**src/rtl/seq_pkg.sv**
```systemverilog
// seq_pkg: shared state encoding, branch codes and address-select values for instr_sequencer.
// The FAULT state exists only when SEQ_MEM_TIMEOUT_EN is defined.
package seq_pkg;
  typedef enum logic [2:0] {
    S_IDLE,
    S_FETCH,
    S_DECODE,
    S_EXEC,
    S_MEM,
    S_WB
`ifdef SEQ_MEM_TIMEOUT_EN
    , S_FAULT
`endif
  } state_t;
  localparam logic [2:0] BR_EQ     = 3'b000;
  localparam logic [2:0] BR_NE     = 3'b001;
  localparam logic [2:0] BR_NONE   = 3'b010;
  localparam logic [2:0] BR_ALWAYS = 3'b011;
  localparam logic ADDR_PC  = 1'b0;
  localparam logic ADDR_ALU = 1'b1;
endpackage

```
**src/rtl/seq_timeout.sv**
```systemverilog
// seq_timeout: counts consecutive memory wait cycles and flags expiry on the MEM_TIMEOUT-th one.
// Built only with SEQ_MEM_TIMEOUT_EN.
`ifdef SEQ_MEM_TIMEOUT_EN
module seq_timeout #(
  parameter int MEM_TIMEOUT = 15
) (
  input  logic clk,
  input  logic rst_n,
  input  logic i_wait,
  input  logic i_done,
  output logic o_expired
);
  localparam int CW = $clog2(MEM_TIMEOUT + 1);
  logic [CW-1:0] r_count;
  assign o_expired = i_wait & (r_count == CW'(MEM_TIMEOUT - 1));
  always_ff @(posedge clk or negedge rst_n) begin
    if (!rst_n) r_count <= '0;
    else if (i_done) r_count <= '0;
    else if (i_wait) r_count <= r_count + CW'(1);
  end
endmodule
`endif

```
**src/rtl/instr_sequencer.sv**
```systemverilog
// instr_sequencer: multi-cycle fetch/decode/exec/mem/wb sequencer with shared-memory handshake.
// Define SEQ_MEM_TIMEOUT_EN to add a sticky memory-wait timeout (FAULT state).
module instr_sequencer
  import seq_pkg::*;
#(
  parameter int RETIRE_W    = 16,
  parameter int MEM_TIMEOUT = 15
) (
  input  logic                clk,
  input  logic                rst_n,
  input  logic                i_run,
  input  logic                i_mem_ready,
  input  logic                i_data_read_en,
  input  logic                i_data_write_en,
  input  logic                i_reg_write_en,
  input  logic [2:0]          i_branch_cond,
  input  logic                i_regs_equal,
  output logic                o_mem_req,
  output logic                o_mem_we,
  output logic                o_addr_sel,
  output logic                o_ir_load,
  output logic                o_pc_load,
  output logic                o_pc_branch,
  output logic                o_reg_we,
  output logic                o_busy,
  output logic                o_fault,
  output logic [RETIRE_W-1:0] o_retired_count
);
  state_t r_state, w_next;
  logic [RETIRE_W-1:0] r_retired;
  logic w_taken, w_retire, w_done;
  assign w_done  = o_mem_req & i_mem_ready;
  assign w_taken = (i_branch_cond == BR_EQ & i_regs_equal) | (i_branch_cond == BR_NE & !i_regs_equal) |
                   (i_branch_cond == BR_ALWAYS);
  // Retire points: no-write op in EXEC, completed store in MEM, every WB.
  assign w_retire = (r_state == S_EXEC & !i_data_write_en & !i_data_read_en & !i_reg_write_en) |
                    (r_state == S_MEM & w_done & i_data_write_en) | (r_state == S_WB);
  assign o_mem_req       = (r_state == S_FETCH) | (r_state == S_MEM);
  assign o_mem_we        = (r_state == S_MEM) & i_data_write_en;
  assign o_addr_sel      = (r_state == S_MEM) ? ADDR_ALU : ADDR_PC;
  assign o_ir_load       = (r_state == S_FETCH) & i_mem_ready;
  assign o_pc_load       = w_retire;
  assign o_pc_branch     = w_retire & w_taken;
  assign o_reg_we        = r_state == S_WB;
  assign o_busy          = r_state != S_IDLE;
  assign o_retired_count = r_retired;
`ifdef SEQ_MEM_TIMEOUT_EN
  logic w_expired;
  seq_timeout #(.MEM_TIMEOUT(MEM_TIMEOUT)) u_timeout (
    .clk      (clk),
    .rst_n    (rst_n),
    .i_wait   (o_mem_req & !i_mem_ready),
    .i_done   (w_done),
    .o_expired(w_expired)
  );
  assign o_fault = r_state == S_FAULT;
`else
  logic w_unused_timeout;
  assign w_unused_timeout = MEM_TIMEOUT[0];
  assign o_fault = 1'b0;
`endif
  always_comb begin
    w_next = r_state;
    case (r_state)
      S_IDLE:   w_next = i_run ? S_FETCH : S_IDLE;
      S_FETCH:  w_next = i_mem_ready ? S_DECODE : S_FETCH;
      S_DECODE: w_next = S_EXEC;
      S_EXEC:   w_next = (i_data_write_en | i_data_read_en) ? S_MEM : S_WB;
      S_MEM:    w_next = i_mem_ready ? S_WB : S_MEM;
      default:  w_next = r_state;
    endcase
    if (w_retire) w_next = i_run ? S_FETCH : S_IDLE;
`ifdef SEQ_MEM_TIMEOUT_EN
    if (w_expired) w_next = S_FAULT;
`endif
  end
  always_ff @(posedge clk or negedge rst_n) begin
    if (!rst_n) begin
      r_state   <= S_IDLE;
      r_retired <= '0;
    end else begin
      r_state <= w_next;
      if (w_retire) r_retired <= r_retired + RETIRE_W'(1);
    end
  end
endmodule

```
**config.mk**
```make
export PLATFORM = sky130hd
export DESIGN_NAME = instr_sequencer
export DESIGN_NICKNAME = d
export VERILOG_FILES = /design/src/rtl/seq_pkg.sv /design/src/rtl/seq_timeout.sv /design/src/rtl/instr_sequencer.sv
export SDC_FILE = /design/constraint.sdc
export NUM_CORES = 1
export LEC_CHECK = 0
export ABC_AREA = 1
export BUFFER_PORTS_ARGS = -buffer_cell sky130_fd_sc_hd__buf_4
export CORE_AREA = 2 2 50 52
export CTS_CLUSTER_DIAMETER = 150
export DETAILED_ROUTE_END_ITERATION = 10
export DIE_AREA = 0 0 52 54
export GPL_ROUTABILITY_DRIVEN = 0
export PLACE_DENSITY = 0.9
export SLEW_MARGIN = 5
export SYNTH_ARGS = -nofsm -noshare
export SYNTH_HDL_FRONTEND = slang
export SYNTH_SLANG_ARGS = --single-unit
```
**constraint.sdc**
```tcl
create_clock -name clk -period 3.9 [get_ports clk]
set_input_delay 0.585 -clock clk [delete_from_list [all_inputs] [get_ports clk]]
set_output_delay 0.585 -clock clk [all_outputs]
set_load 0.02 [all_outputs]
```
Word level (Yosys, flattened, before mapping). Cells that the tools add are included. W data, S select, Z words.

Flip-flop bits (word level): 19. Bits in latches: 0. Memory bits (writable): 0. ROM bits: 0. Bits of input ports: 11. Output and inout port bits: 25. Logic and storage cells: 42. Memories kept: 0.

$add $sub $neg: 1. $mul: 0. Div/mod/pow operators: 0. $lt $le $gt $ge: 0. Eq/ne operators: 7. Shift operators: 0. Mux-type cells: 7. Bitwise gates (word level): 17. Reduce and logical (&&, ||, !) cells: 8.

Operator list (number): $add A16 B1 Y16 const B (1); $pmux W3 S5 (1); $and A1 B1 Y1 (11); $eq A3 B2 Y1 const B (3); $eq A3 B1 Y1 const B (2); $eq A3 B3 Y1 const B (2); $logic_not A3 Y1 (2); $or A1 B1 Y1 (6); $reduce_bool A6 Y1 (1); $logic_not A1 Y1 (4); $mux W1 (4); $mux W3 (1); $reduce_bool A3 Y1 (1); $mux W2 (1).

Logic depth before layout (Yosys ltp). Gate-level depths: netlist of the first run.

Depth in word-level cells: 8. Mapped depth: 10. Mapped depth without buffers: 10.

Worst setup path after synthesis of the first run. No wires, ideal clock.

Kind: input port to output port. From: input port i_data_write_en. To: output port o_pc_branch. Arrival time: 1.326 ns. Data required time: 3.315 ns. Slack: 1.989 ns. Stages on the path: 6. Path buffers: 1. Cells stage by stage: nor2_1 nand4_1 nand3_2 buf_4 nand4_1 inv_1.

Cells in the longest elaborated chain, start to end: 7. Elaborated cells on any way between the ends: 8. Those cells by class: bitwise: 7; reduce/logical: 1.

Ends and longest elaborated chain: start: declaration (RTL line instr_sequencer.sv:14) `input logic i_data_write_en,`; $logic_not A1 Y1 (RTL line instr_sequencer.sv:36) `assign w_retire = (r_state == S_EXEC & !i_data_write_en & !i_data_read_en & !i_reg_write_en) |`; $and A1 B1 Y1 (3 in a row) (RTL line instr_sequencer.sv:36); $or A1 B1 Y1 * (RTL line instr_sequencer.sv:36); $or A1 B1 Y1 * (RTL line instr_sequencer.sv:37) `(r_state == S_MEM & w_done & i_data_write_en) | (r_state == S_WB);`; net o_pc_load (RTL line instr_sequencer.sv:22) `output logic o_pc_load,`; $and A1 B1 Y1 * (RTL line instr_sequencer.sv:43) `assign o_pc_branch = w_retire & w_taken;`; end: declaration (RTL line instr_sequencer.sv:23) `output logic o_pc_branch,`.

Mark *: on every way through the listed nets, which the timed path passes. The rest lies on a longest branch.

Worst setup path in the final report of the first run.
From: register r_state[1]. To: output port o_pc_branch.

Cells in the longest elaborated chain, start to end: 8. Elaborated cells on any way between the ends: 14. Those cells by class: eq/ne: 4; bitwise: 10.

Ends and longest elaborated chain: start: declaration (RTL line instr_sequencer.sv:29) `state_t r_state, w_next;`; start signal: assignment (RTL line instr_sequencer.sv:82) `r_state <= w_next;`; $eq A3 B1 Y1 / $eq A3 B3 Y1 (equally long branches) (RTL line instr_sequencer.sv:38, instr_sequencer.sv:37); $or A1 B1 Y1 (RTL line instr_sequencer.sv:38) `assign o_mem_req = (r_state == S_FETCH) | (r_state == S_MEM);`; $and A1 B1 Y1 (RTL line instr_sequencer.sv:32) `assign w_done = o_mem_req & i_mem_ready;`; $and A1 B1 Y1 (2 in a row) (RTL line instr_sequencer.sv:37); $or A1 B1 Y1 (RTL line instr_sequencer.sv:36); $or A1 B1 Y1 * (RTL line instr_sequencer.sv:37); $and A1 B1 Y1 * (RTL line instr_sequencer.sv:43).

Every way passes the cells marked *; elsewhere a longest branch is shown, timed or not.

==> qor.yml, run 1 <==
drtPass1Iterations: 4
dpl.hpwl_um: 1966
portBuffers: 34
fin_nets: 212
synth-compound-area-share_pct: 3.372
hold_violations: 0
crit_type: "flip-flop to primary output"
drc: 0
hp-class: "input pin to async pin"
yosysSeqAreaShare_pct: 40.04
synth_top_family_by_area: "simple AND/OR/NAND/NOR gates"
maxSlewViolCount: 0
vdd_drop_max_mv: 0.1832
cts_root_buf: "clkbuf_4"
grt_pass1_vias: 963
dieHeight_um: 54
cts_num_sinks: 19
maxCapViolCount: 0
r2r_end: "r_state[0]"
tritoncts: "done"
wirelength_um: 2465
htreeDepth: 1
postCtsSetupRepairBufs: 0
drtIter0Drc: 27
vias: 1130
worst_ep_required_time_ns: 3.31
synthSimpleGateAreaFrac_pct: 34.77
grt_pass1_wl_um: 4181
period_minus_slack_ns: 2.439
core_um2: 2320
area_growth_pct: 24.24
wl_per_cell_um: 10.76
finish.utilization_pct: 63.59
period_share_pct: 62.54
power_uw: 311.9
vias_per_cell: 4.934
r2r_cells: 8
ioPinCount: 36
cts_resized: 0
worst_hold_slack_ns: 0.1352
grt_usage_pct: 20.00
layout_commonest_cell: "nand2_1"
synth_cell_types: 21
cp.arrival_ns: 1.85
rows: 18
most-common-layout-cells: "nand2_1, buf_4, inv_1"
pre_cts_ws_ns: 1.678
antenna_found_initial: 0
insertion_delay_ns: 0.29
setup_slack_ns: 1.461
r2r_slack_ns: 2.10
max_freq_mhz: 410.0
finalSetupViolCount: 0
cp-end-kind: "primary output"
startpoint_type: "flip-flop"
syn_avg_cell_area_um2: 7.196
postSynthCellCount: 165
synth_xor_xnor_area_share_pct: 9.589
die_area_um2: 2808
tns_ns: 0
synth_fp_nets: 177
muxShareOfSynthArea_pct: 0
cts-buffers-inserted: 3
drive_gt1_share_pct: 20.10
synth-seq-cells: 19
synthAdderAreaFrac_pct: 1.054
die_w_um: 52
clockBufferDepth: 2
power_density_nw_per_um2: 211.4
start_util_pct: 51.19
ant_nets: 0
leakage_nw: 0.7996
outcome: "complete, no violations"
diodes: 0
grt_max_degree: 24
cts_hold_buf: 0
worst_clock_skew_ns: 0.001424
path_max_fanout: 23
r2r_start: "r_state[1]"
path_clk_slew_ns: 0.10
grt_setup_unrepaired: "no"
grt.overflow.total: 0
yosys_warnings: 0
netlist_area_um2: 1187
## how the worst max path moves through the flow
stage	start	endpoint	slack, ns	cells after the start
5_1_grt	r_state[1]	o_pc_branch	1.27	6
3_5_place_dp	i_data_write_en	o_pc_branch	1.68	7
3_3_place_gp	i_data_write_en	o_pc_branch	1.71	7
6_report	r_state[1]	o_pc_branch	1.46	6
4_1_cts	r_state[1]	o_pc_branch	1.45	6
2_1_floorplan	i_data_write_en	o_pc_branch	1.99	6
## through the flow
step                      std cells  area [um^2]
final                           229         1475
after global routing            229         1475
after CTS                       229         1475
after detailed placement        225         1449
after global placement          225         1449
after floorplan                 165         1187
## logic make-up after synthesis
family | Yosys count
AO/OA/AOI/OAI | 7
XOR/XNOR | 13
other | 1
flip-flops | 19
adder cells (fa/ha/maj) | 1
AND/OR/NAND/NOR | 94
buffers and inverters | 30
## area by class of cell
class,instances,area [um^2]
fill,207,844.6
multi-input combinational,116,583.1
sequential,19,475.5
timing repair buffer,34,255.2
inverter,26,97.59
tap,30,37.54
clock buffer,4,26.28
## flip-flops by register name, indices dropped and copies added (netlist names)
register,cells
o_retired_count,16
r_state,3
## synth_stat cells
cell type  instances  area (um^2)
a211oi_1           1        7.510
a21o_1             1        7.510
a21oi_1            2        10.01
buf_2              1        5.000
buf_4              2        15.01
buf_6              1        11.26
conb_1             1        3.750
dfrtp_1           19        475.5
ha_1               1        12.51
inv_1             26        97.59
nand2_1           51        191.4
nand3_1           12        60.06
nand3_2            2        20.02
nand3b_1           1        7.510
nand4_1            7        43.79
nor2_1            13        48.80
nor2_2             1        6.260
nor3_1             7        35.03
o21ai_0            3        15.01
xnor2_1            4        35.03
xor2_1             9        78.83
## report_power, final
part           internal [mW]  total [mW]  switching (mW)
sequential             0.197       0.197               0
combinational        0.00805      0.0168         0.00877
clock                 0.0399      0.0982          0.0583
## routing by layer
metal / vias to the layer above / part of all wire (%) / track usage, %
li1: 582 / - / -
met1: 507 / 46 / 29.22
met2: 36 / 48 / 29.96
met3: 5 / 4.0 / 1.944
met4: 0 / 2.1 / 8.772
met5: - / 0 / 0
## critical path: stages (launching register included)
cell and delay, ns:
dfrtp_1 0.45, nor2_1 0.24, nand4_1 0.16, nand3_2 0.36, nand4_1 0.13, inv_1 0.08
buf_4 0.13
Power figures use the tool's default switching activity.
==> run 2, diff against run 1 <==
--- a/config.mk
+++ b/config.mk
@@ -5,14 +5,14 @@
 export SDC_FILE = /design/constraint.sdc
 export NUM_CORES = 1
 export LEC_CHECK = 0
-export ABC_AREA = 1
+export ABC_AREA = 0
 export BUFFER_PORTS_ARGS = -buffer_cell sky130_fd_sc_hd__buf_4
 export CORE_AREA = 2 2 50 52
 export CTS_CLUSTER_DIAMETER = 150
 export DETAILED_ROUTE_END_ITERATION = 10
 export DIE_AREA = 0 0 52 54
 export GPL_ROUTABILITY_DRIVEN = 0
-export PLACE_DENSITY = 0.9
+export PLACE_DENSITY = 0.84
 export SLEW_MARGIN = 5
 export SYNTH_ARGS = -nofsm -noshare
 export SYNTH_HDL_FRONTEND = slang
==> constraint.sdc (replaced) <==
create_clock -name clk -period 2.35 [get_ports clk]
set_input_delay 0.3525 -clock clk [delete_from_list [all_inputs] [get_ports clk]]
set_output_delay 0.3525 -clock clk [all_outputs]
set_load 0.02 [all_outputs]
==> run 2 against run 1 <==
Effect of this change: clock skew is 0.0030 ns higher; sequential share of layout area is 3.3 points higher; largest power group is now combinational logic; register-to-register slack worse by 1.4 ns; clock power is 66% higher; clock-buffer cell count is 1 lower; highest routed layer unchanged; via count is 24% lower.
==> qor.yml, run 2 <==
outcome: "complete, no violations"
grt_pass1_wl_um: 3657
post_dp_cell_area_um2: 1301
synth-seq-cells: 19
synth_top_cell_by_area: "dfrtp_1"
finalSetupViolCount: 0
core_um2: 2320
start_util_pct: 45.47
startpoint_type: "flip-flop"
cts_resized: 0
die_w_um: 52
period_share_pct: 86.82
drtPass1Iterations: 4
cts_num_sinks: 19
crit_path_cell_trace: "nand2b_1, o32ai_4, buf_4, buf_4"
portBuffers: 34
ant_nets: 0
yosysSeqAreaShare_pct: 45.08
wl_per_cell_um: 13.35
clockBufferDepth: 2
maxCapViolCount: 0
insertion_delay_ns: 0.30
die_area_um2: 2808
cts_root_buf: "clkbuf_4"
dpl.hpwl_um: 1640
power_density_nw_per_um2: 988.1
postSynthCellCount: 101
drtIter0Drc: 7
drive_gt1_share_pct: 32.09
cp_common_cell: "buf_4"
tritoncts: "done"
vias_per_cell: 5.226
slowest_stage: "dfrtp_1"
grt_usage_pct: 17.95
fin_nets: 147
vias: 857
finish.utilization_pct: 57.71
period_minus_slack_ns: 2.040
leakage_nw: 0.6479
worst_hold_slack_ns: 0.3738
maxSlewViolCount: 0
max_freq_mhz: 490.1
multiInputGateArea_um2: 514.2
synth_fp_nets: 113
grt_setup_unrepaired: "no"
nFillCells: 216
cts-buffers-inserted: 3
synth_ff_type: "dfrtp_1"
synth_top_area_share_pct: 45.08
wirelength_um: 2189
cp.arrival_ns: 1.69
path_clk_slew_ns: 0.11
grt_max_degree: 20
htreeDepth: 1
antenna_found_initial: 0
grt_pass1_vias: 831
drc: 0
synth_cell_types: 33
synth-edff-count: 0
async_flop_share_pct: 100.0
diodes: 0
netlist_area_um2: 1055
most-common-layout-cells: "buf_4, dfrtp_1, xnor2_1"
seqCellArea_um2: 475.5
hp-class: "input pin to flip-flop"
postCtsSetupRepairBufs: 0
hold_violations: 0
yosysMostFrequentCell: "dfrtp_1"
synthTopCellsByCount: "dfrtp_1, xnor2_1, nand3_1, nor2_1"
crit_type: "flip-flop to primary output"
yosys_warnings: 0
layout_commonest_cell: "buf_4"
final_design_area_no_fill_um2: 1339
syn_avg_cell_area_um2: 10.44
rows: 18
worst_clock_skew_ns: 0.004382
cp-end-kind: "primary output"
area_growth_pct: 26.93
path_max_fanout: 18
grt.overflow.total: 0
ioPinCount: 36
tns_ns: 0
largest_reg_flops: 16
slowest_delay_ns: 0.51
vdd_drop_max_mv: 0.4915
dieHeight_um: 54
worst_ep_required_time_ns: 2.00
ys_top_cells_by_area: "dfrtp_1, xnor2_1, nand3_1"
run 2: worst paths after layout:
kind	cells after the start	slack (ns)	startpoint	end
min	3	0.37	i_run	r_state[0]
max in group asynchronous	2	1.71	rst_n	o_retired_count[0]
min in group asynchronous	2	0.45	rst_n	o_retired_count[11]
min reg2reg	1	0.50	o_retired_count[15]	o_retired_count[15]
max reg2reg	4	0.68	r_state[1]	o_retired_count[1]
max	4	0.31	r_state[1]	o_pc_load
run 2: per-layer routing:
metal | vias to the layer above | global-route usage [%] | part of all wire (%)
li1 | 416 | - | -
met1 | 412 | 21.34 | 42
met2 | 25 | 29.75 | 51
met3 | 4 | 3.611 | 4.9
met4 | 0 | 11.40 | 1.8
met5 | - | 0 | 0
run 2: through the flow:
| stage | power, mW | instances | worst slack [ns] |
|---|---|---|---|
| global route | 1.420 | 164 | 0.1921 |
| detailed placement | 1.168 | 159 | 0.5264 |
| global placement | 1.139 | 159 | 0.5536 |
| finish | 1.323 | 164 | 0.3097 |
| floorplan | 0.9734 | 101 | 0.4463 |
| CTS | 1.338 | 164 | 0.3037 |
run 2: kinds of logic after synthesis:
kind of cell | Yosys count | synth area share (%)
other | 1 | 0.3555
AND/OR/NAND/NOR | 42 | 23.73
buffers and inverters | 10 | 6.168
adder cells (fa/ha/maj) | 1 | 1.186
multiplexers | 1 | 1.068
AO/OA/AOI/OAI | 11 | 9.135
flip-flops | 19 | 45.08
XOR/XNOR | 16 | 13.29
run 2: report_power, final:
part | internal [mW] | total (mW) | switching (mW) | leakage (nW)
Sequential | 0.394 | 0.501 | 0.107 | 0.252
Clock | 0.0634 | 0.163 | 0.0994 | 0.0177
Combinational | 0.291 | 0.659 | 0.368 | 0.378
run 2: cell type report:
type / count / area share (%)
Multi-Input combinational cell: 72 / 38.41
Sequential cell: 19 / 35.51
Timing Repair Buffer: 36 / 20.37
Tap cell: 30 / 2.804
Clock buffer: 3 / 1.682
Inverter: 3 / 0.8411
Clock inverter: 1 / 0.3738
run 2: worst max-delay path, delay by kind of cell, from the launching register on:
kind / cells / cell delay [ns]
flops: 1 / 0.51
buf+inv: 2 / 0.44
compound gates: 1 / 0.28
simple gates: 1 / 0.16
run 2: timing repair:
item	4_1_cts	5_1_grt
setup endpoints to repair	0	0
hold endpoints to repair	19	0
hold buffers	1	0
==> run 3, diff against run 2 <==
--- a/config.mk
+++ b/config.mk
@@ -7,12 +7,14 @@
 export LEC_CHECK = 0
 export ABC_AREA = 0
 export BUFFER_PORTS_ARGS = -buffer_cell sky130_fd_sc_hd__buf_4
-export CORE_AREA = 2 2 50 52
+export CELL_PAD_IN_SITES_DETAIL_PLACEMENT = 1
+export CELL_PAD_IN_SITES_GLOBAL_PLACEMENT = 1
+export CORE_AREA = 2 2 57 59
 export CTS_CLUSTER_DIAMETER = 150
 export DETAILED_ROUTE_END_ITERATION = 10
-export DIE_AREA = 0 0 52 54
+export DIE_AREA = 0 0 59 61
 export GPL_ROUTABILITY_DRIVEN = 0
-export PLACE_DENSITY = 0.84
+export PLACE_DENSITY = 0.85
 export SLEW_MARGIN = 5
 export SYNTH_ARGS = -nofsm -noshare
 export SYNTH_HDL_FRONTEND = slang
==> run 3 against run 2 <==
Effect of this change: critical path depth unchanged; clock-buffer cell count unchanged; sequential power about the same; total power increased by 2.3%; final cell count increased by 2.4%; first-iteration DRC count increased to 4.3 times the previous value; critical endpoint unchanged; highest routed layer unchanged.
==> qor.yml, run 3 (synthesis gave the netlist of run 2 again) <==
die_area_um2: 3599
hold_violations: 0
antenna_found_initial: 0
ant_nets: 0
vias: 875
vdd_drop_max_mv: 0.4355
cp-end-kind: "primary output"
grt_max_degree: 20
period_share_pct: 86.30
maxSlewViolCount: 0
start_util_pct: 35.72
r2r_slack_ns: 0.66
tns_ns: 0
grt_usage_pct: 16.98
startpoint_type: "flip-flop"
wl_per_cell_um: 15.28
maxCapViolCount: 0
ioPinCount: 36
die_w_um: 59
worst_clock_skew_ns: 0.01073
outcome: "complete, no violations"
worst_hold_slack_ns: 0.3894
cts_num_sinks: 19
drive_gt1_share_pct: 32.59
tritoncts: "done"
drtIter0Drc: 30
postCtsSetupRepairBufs: 0
clockBufferDepth: 2
crit_type: "flip-flop to primary output"
hp-class: "input pin to flip-flop"
largest_reg_flops: 16
r2r_cells: 4
drtPass1Iterations: 4
insertion_delay_ns: 0.31
core_um2: 2953
worstHoldStart: "i_run"
path_max_fanout: 9
layout_commonest_cell: "buf_4"
r2r_end: "o_retired_count[1]"
fin_nets: 148
portBuffers: 34
final_cells: 168
grt_pass1_wl_um: 4581
cts_root_buf: "clkbuf_4"
hold_depth: 3
grt_setup_unrepaired: "no"
setup_slack_ns: 0.3220
finalSetupViolCount: 0
worst_ep_required_time_ns: 2.00
cp.arrival_ns: 1.68
cts_resized: 0
dpl.hpwl_um: 1972
leakage_nw: 0.6531
area_growth_pct: 27.99
diodes: 0
period_minus_slack_ns: 2.028
cts-buffers-inserted: 3
most-common-layout-cells: "buf_4, dfrtp_1, xnor2_1"
grt_pass1_vias: 935
min_to: "r_state[0]"
pre_cts_ws_ns: 0.5813
vias_per_cell: 5.208
max_freq_mhz: 493.1
placed_cells: 163
r2r_start: "r_state[0]"
path_clk_slew_ns: 0.11
wirelength_um: 2567
drc: 0
dieHeight_um: 61
grt.overflow.total: 0
htreeDepth: 1
rows: 20
power_density_nw_per_um2: 1002
run 3: cell count changes in the layout (fill, tap and decap cells not counted), sizes merged:
cell and delta:
buf +1
run 3: power by group:
group	leakage, nW	internal, mW	switching, mW	total (mW)
clock	0.0177	0.0636	0.106	0.170
sequential	0.252	0.394	0.110	0.504
combinational	0.384	0.300	0.380	0.680
total	0.653	0.757	0.596	1.35
run 3: cell type report:
class	instances	area, um^2
repair buffers	37	280.3
clock buffers	3	22.52
multi-input cells	72	514.2
well taps	33	41.29
flip-flops and latches	19	475.5
clock inverters	1	5.005
inverters	3	11.26
fillers	349	1603
run 3: per-layer routing:
metal  share of wire, %  vias up  wire [um]  GRT usage [%]
met1                 43      423       1114          20.83
met2                 51       26       1310          30.63
met3                4.5        4        115          2.345
met5                  0        -          0              0
met4                1.1        0         27          5.844
li1                   -      422          -              -
run 3: worst max-delay path by stage:
stage	from	to	slack (ns)	cells after the start
global placement	i_data_write_en	o_pc_load	0.58	5
floorplan	r_state[2]	o_pc_branch	0.45	5
detailed placement	i_data_write_en	o_pc_load	0.58	5
finish	r_state[0]	o_pc_load	0.32	4
CTS	r_state[0]	o_pc_load	0.31	4
global route	r_state[0]	o_pc_load	0.22	4
run 3: per-stage QoR:
| step | power [mW] | cell area, um^2 | util (%) |
|---|---|---|---|
| 3_3_place_gp | 1.161 | 1313 | 44.45 |
| 5_1_grt | 1.453 | 1350 | 45.72 |
| 3_5_place_dp | 1.190 | 1313 | 44.45 |
| 4_1_cts | 1.365 | 1350 | 45.72 |
| 6_report | 1.353 | 1350 | 45.72 |
| 2_1_floorplan | 0.9734 | 1055 | - |
run 3: timing repair:
action | 4_1_cts | 5_1_grt
hold buffers | 1 | 0
setup endpoints to repair | 0 | 0
endpoints found under the hold margin | 19 | 0
run 3: critical path: stages, from the launching register on:
cell	delay [ns]
dfrtp_1	0.55
nand2b_4	0.14
o32ai_4	0.32
buf_4	0.21
buf_4	0.15
